$ cat src/rtl/inc_arb_pkg.sv
// Shared types and constants for the round-robin counter-increment scheduler.
// Overflow modes select between wrapping and saturating counters.
package inc_arb_pkg;

  localparam int OVF_WRAP = 0;
  localparam int OVF_SAT  = 1;

  // Requester index type for the default four-requester configuration;
  // instances with other N size their index locally from $clog2(N).
  localparam int DEF_N = 4;
  typedef logic [$clog2(DEF_N)-1:0] id_t;

endpackage

$ cat src/rtl/inc.sv
// Single W-bit incrementer with carry-out, shared by all counters.
// Purely combinational, zero latency, no flow control.
module inc #(
  parameter int W = 8
) (
  input  logic [W-1:0] a_i,
  output logic [W-1:0] y_o,
  output logic         co_o
);

  assign {co_o, y_o} = {1'b0, a_i} + {{W{1'b0}}, 1'b1};

endmodule

$ cat src/rtl/rr_arb.sv
// N-way round-robin arbiter: searches upward from ptr (mod N) for the first request.
// Purely combinational, zero latency; the pointer is owned by the caller.
module rr_arb #(
  parameter int N   = 4,
  parameter int IDW = $clog2(N)
) (
  input  logic [N-1:0]   req,
  input  logic [IDW-1:0] ptr,
  output logic [N-1:0]   gnt,
  output logic [IDW-1:0] gnt_id,
  output logic           gnt_vld
);

  always_comb begin
    logic [IDW-1:0] idx;
    idx     = '0;
    gnt     = '0;
    gnt_id  = '0;
    gnt_vld = 1'b0;
    for (int i = 0; i < N; i++) begin
      idx = IDW'((int'(ptr) + i) % N);
      if (!gnt_vld && req[idx]) begin
        gnt[idx] = 1'b1;
        gnt_id   = idx;
        gnt_vld  = 1'b1;
      end
    end
  end

endmodule

$ cat src/rtl/inc_arb.sv
// Round-robin scheduler sharing one incrementer among N private counters.
// Grant is combinational, response registered one cycle later; no back-pressure.
module inc_arb
  import inc_arb_pkg::*;
#(
  parameter int N   = 4,
  parameter int W   = 8,
  parameter int SAT = OVF_WRAP
) (
  input  logic                 clk,
  input  logic                 rst,
  input  logic [N-1:0]         req_i,
  input  logic [N-1:0]         clr_i,
  output logic [N-1:0]         gnt_o,
  output logic                 rsp_vld_o,
  output logic [$clog2(N)-1:0] rsp_id_o,
  output logic [W-1:0]         rsp_cnt_o,
  output logic                 rsp_ovf_o,
  input  logic [$clog2(N)-1:0] rd_id_i,
  output logic [W-1:0]         rd_cnt_o
);

  localparam int IDW = $clog2(N);

  logic [W-1:0]   cnt_q [N];
  logic [W-1:0]   cnt_d [N];
  logic [IDW-1:0] ptr_q, ptr_d;
  logic           rsp_vld_q, rsp_vld_d;
  logic [IDW-1:0] rsp_id_q, rsp_id_d;
  logic [W-1:0]   rsp_cnt_q, rsp_cnt_d;
  logic           rsp_ovf_q, rsp_ovf_d;

  logic [N-1:0]   elig;
  logic [N-1:0]   gnt;
  logic [IDW-1:0] gnt_id;
  logic           gnt_vld;
  logic [W-1:0]   inc_a, inc_y, wr_val;
  logic           inc_co;

  // A clear wins over an increment for the same index; reset suppresses all grants.
  assign elig = rst ? '0 : (req_i & ~clr_i);

  rr_arb #(.N(N), .IDW(IDW)) u_arb (
    .req     (elig),
    .ptr     (ptr_q),
    .gnt     (gnt),
    .gnt_id  (gnt_id),
    .gnt_vld (gnt_vld)
  );

  assign gnt_o = gnt;
  assign inc_a = cnt_q[gnt_id];

  inc #(.W(W)) u_inc (
    .a_i  (inc_a),
    .y_o  (inc_y),
    .co_o (inc_co)
  );

  assign wr_val = (SAT == OVF_SAT && inc_co) ? {W{1'b1}} : inc_y;

  always_comb begin
    ptr_d     = ptr_q;
    rsp_vld_d = 1'b0;
    rsp_id_d  = rsp_id_q;
    rsp_cnt_d = rsp_cnt_q;
    rsp_ovf_d = rsp_ovf_q;
    for (int i = 0; i < N; i++) begin
      cnt_d[i] = clr_i[i] ? '0 : cnt_q[i];
    end
    if (gnt_vld) begin
      cnt_d[gnt_id] = wr_val;
      ptr_d         = (gnt_id == IDW'(N - 1)) ? '0 : gnt_id + IDW'(1);
      rsp_vld_d     = 1'b1;
      rsp_id_d      = gnt_id;
      rsp_cnt_d     = wr_val;
      rsp_ovf_d     = inc_co;
    end
  end

  always_ff @(posedge clk) begin
    if (rst) begin
      for (int i = 0; i < N; i++) begin
        cnt_q[i] <= '0;
      end
      ptr_q     <= '0;
      rsp_vld_q <= 1'b0;
      rsp_id_q  <= '0;
      rsp_cnt_q <= '0;
      rsp_ovf_q <= 1'b0;
    end else begin
      cnt_q     <= cnt_d;
      ptr_q     <= ptr_d;
      rsp_vld_q <= rsp_vld_d;
      rsp_id_q  <= rsp_id_d;
      rsp_cnt_q <= rsp_cnt_d;
      rsp_ovf_q <= rsp_ovf_d;
    end
  end

  assign rsp_vld_o = rsp_vld_q;
  assign rsp_id_o  = rsp_id_q;
  assign rsp_cnt_o = rsp_cnt_q;
  assign rsp_ovf_o = rsp_ovf_q;
  assign rd_cnt_o  = cnt_q[rd_id_i];

endmodule

$ cat config.mk
export PLATFORM = sky130hd
export DESIGN_NAME = inc_arb
export DESIGN_NICKNAME = d
export VERILOG_FILES = /design/src/rtl/inc_arb_pkg.sv /design/src/rtl/inc.sv /design/src/rtl/rr_arb.sv /design/src/rtl/inc_arb.sv
export SDC_FILE = /design/constraint.sdc
export NUM_CORES = 1
export LEC_CHECK = 0
export CAP_MARGIN = 40
export CORE_MARGIN = 4
export CORE_UTILIZATION = 41
export DETAILED_ROUTE_END_ITERATION = 7
export GPL_TIMING_DRIVEN = 0
export PLACE_DENSITY = 0.63
export SETUP_SLACK_MARGIN = 0.02
export SYNTH_ARGS = -nofsm -noshare
export SYNTH_HDL_FRONTEND = slang
export SYNTH_SLANG_ARGS = --single-unit
$ cat constraint.sdc
create_clock -name clk -period 3.7 [get_ports clk]
set_input_delay 0.74 -clock clk [delete_from_list [all_inputs] [get_ports clk]]
set_output_delay 0.74 -clock clk [all_outputs]
set_load 0.05 [all_outputs]
==> reports/qor.yml <==
wl_um: 9123
clock-sinks: 46
place_inst: 478
endpoint_kind: "register"
final_cells: 519
firstDrtPassIters: 5
drive_above_1_share_pct: 25.30
hold_viol_final: 0
ys_types: 51
final.setup.tns_ns: 0
synth-edff-count: 0
cts_buffers: 5
start_kind: "primary input"
drt-vias-per-instance: 5.738
syn_inst: 349
synthTopCellsByCount: "46 x dfxtp_1, 35 x nand3_1, 34 x nand2_1"
slew_headroom_pct: 55.84
synth_ff_type: "dfxtp_1"
synth_top_area_share_pct: 31.39
syn_avg_cell_area_sq_um: 8.407
drcViolationCount: 0
start_util_pct: 42.71
report.final.slew_viol_count: 0
vias: 2978
n_antenna_cell: 0
clk-insertion-delay-late_ns: 0.30
clockRootBuffer: "clkbuf_8"
ys_seq_elements: 46
maxCapViolCount: 0
clk_path_buf_depth: 2
skew_ns: 0.008557
critPathRequiredTime_ns: 3.87
crit_type: "in -> reg"
power.leakage_nw: 1.480
finalCriticalPeriod_ns: 3.515
status: "complete, no violations"
finalWorstSetupSlack_ns: 0.1853
grt-ovfl-total: 0
yosysSeqAreaShare_pct: 31.39
post_drt_wl_per_cell_um: 17.58
power_switching_w: 0.0005354
die_y_um: 92.60
finalSetupViolations: 0
num_rows: 30
fin_crit_sh_pct: 94.99
gp_congestion: 0.9178
core-area_sq_mm: 0.006869
pin_count: 36
ant_nets: 0
synthArstFlopShare_pct: 0
syn_area_sq_mm: 0.002934
yosys.area.top_type: "dfxtp_1"
min_delay_path_depth: 2
worst_path_max_delay_cell: "or3b_4"
cts_tree: "yes"
swShare_pct: 36.75
antenna_found_initial: 0
hold_path_class: "reg -> reg"
portBuffers: 32
clk_pin_slew_ns: 0.08
whs_ns: 0.4672
h-tree-depth: 2
grtUsageTotal_pct: 20.53
cp.arrival_ns: 3.69
grt_max_degree: 18
first_iter_violations: 263
p_seq_share_pct: 37.4
crit_fanout: 6
worstRegToRegCells: 18
max_stage_delay_ns: 0.43
ys_warn_count: 0
timing.fmax_ghz: 0.2845
grt_pass1_wl_um: 13950
ir_drop_mv: 0.2509
internal-power_w: 0.0009216
combPwrFrac_pct: 40.5
grt_pass1_vias: 2707
die-area_sq_mm: 0.008574
syn2layout_area_growth_pct: 34.33
p_per_area_mw_per_mm2: 369.7
synth_nets: 370
synth_area_leaders: "dfxtp_1 31%, mux2i_1 6.5%, mux4_2 6.1%"
pre_cts_ws_ns: -1.059
fin_util_pct: 57.38
clock_power_share_pct: 22.1
final_nets: 443
worst_pin_slew_ns: 0.6623
cp_cell_sequence: "buf_2 > or3b_4 > a21oi_4 > nor3_4 > a221oi_4 > nor2_4 > buf_8 > a211oi_2 > a21oi_4 > ha_4 > buf_8 > nand3_1 > nor2_1 > xor2_1 > nor2_1 > a211oi_2 > a21oi_2 > o21ai_0"
fp.dieW_um: 92.60
synth_most_common_cell: "dfxtp_1"
hpwl_um: 6249
[final timing paths]
| check | startpoint | end | slack (ns) |
|---|---|---|---|
| worst max register to register | ptr_q[1] | rsp_cnt_o[6] | 0.21 |
| worst min register to register | rsp_cnt_o[1] | rsp_cnt_o[1] | 0.47 |
| worst min-delay path | rsp_cnt_o[1] | rsp_cnt_o[1] | 0.47 |
| worst max-delay path | clr_i[2] | cnt_q[30] | 0.19 |
[per-stage QoR]
stage / cell area [sq um] / power [W]
after CTS: 3637 / 0.001368
after global placement: 3376 / 0.0009957
after floorplan: 2935 / 0.0008688
after detailed placement: 3379 / 0.0009973
after global routing: 3941 / 0.001530
final: 3941 / 0.001457
[sequential cells by signal (all words and copies together), names as in the netlist]
name and count:
rsp_cnt_o 8, rsp_id_o 2, cnt_q 32, ptr_q 2
rsp_vld_o 1, rsp_ovf_o 1
[logic make-up after synthesis]
kind of cell | Yosys count | share of synthesized area (%)
AOI/OAI and AO/OA | 87 | 19.66
xor gates and xnor gates | 8 | 2.388
adders and majority gates | 9 | 3.838
buffers and inverters | 30 | 4.477
DFF | 46 | 31.39
muxes | 30 | 13.77
and+or+nand+nor | 139 | 24.48
[power by group through the flow]
stage	Combinational, W	Sequential, W	Clock, W
after floorplan	0.000280	0.000589	0
after global placement	0.000439	0.000556	0
after detailed placement	0.000441	0.000557	0
after CTS	0.000491	0.000547	0.000331
after global routing	0.000632	0.000549	0.000350
final	0.000590	0.000545	0.000321
[metal layers]
layer	GRT usage, %	wire, um	share of wire [%]	vias to the layer above
met1	27.54	4106	45	1405
met2	32.99	4262	47	121
met3	3.899	530	5.8	20
met5	0	0	0	-
met4	7.054	224	2.5	0
li1	-	-	-	1432
[repair_timing]
item,CTS,global route
hold buffers,0,0
pin swaps,8,16
gates resized for setup,63,44
endpoints found under the setup margin,26,19
buffers inserted,8,26
[cell usage in the layout, fill, tap and decap left out, types with 3 or more instances in the layout]
cell type | netlist | routed
clkinvlp_4 | 0 | 3
clkdlybuf4s50_1 | 0 | 20
dlymetal6s2s_1 | 0 | 3
nand3_1 | 35 | 35
a21oi_4 | 1 | 3
buf_4 | 3 | 37
buf_6 | 0 | 4
mux2i_1 | 19 | 18
xor2_1 | 4 | 3
and2_1 | 6 | 6
clkbuf_1 | 12 | 12
nand2b_1 | 4 | 3
nand3b_1 | 11 | 11
o21ai_0 | 27 | 24
a21o_1 | 5 | 5
nand4_1 | 4 | 4
a211oi_1 | 9 | 5
a21oi_1 | 19 | 16
clkbuf_2 | 1 | 4
mux4_2 | 8 | 8
a211oi_2 | 1 | 5
or3_1 | 3 | 3
a22oi_1 | 8 | 8
buf_2 | 5 | 4
and3_1 | 7 | 7
nor2_1 | 22 | 21
nand2_1 | 34 | 34
clkbuf_8 | 0 | 6
inv_1 | 8 | 4
xnor2_1 | 4 | 4
ha_1 | 9 | 7
dfxtp_1 | 46 | 44
[critical path: cells and delay by family]
kind                       cells  cell delay, ns
AOI/OAI and AO/OA              7            1.35
and+or+nand+nor                6            0.86
buffers and inverters          3            0.40
adders and majority gates      1            0.17
xor gates and xnor gates       1            0.14
[area by class of cell]
type | instances | area [sq um]
clock inverters | 1 | 5.005
repair buffers | 67 | 564.3
flip-flops and latches | 46 | 928.4
inverters | 8 | 43.79
plain buffers | 21 | 151.4
well taps | 96 | 120.1
multi-input cells | 273 | 2042
fillers | 627 | 2928
clock buffers | 7 | 86.33
Power figures use the tool's default switching activity.
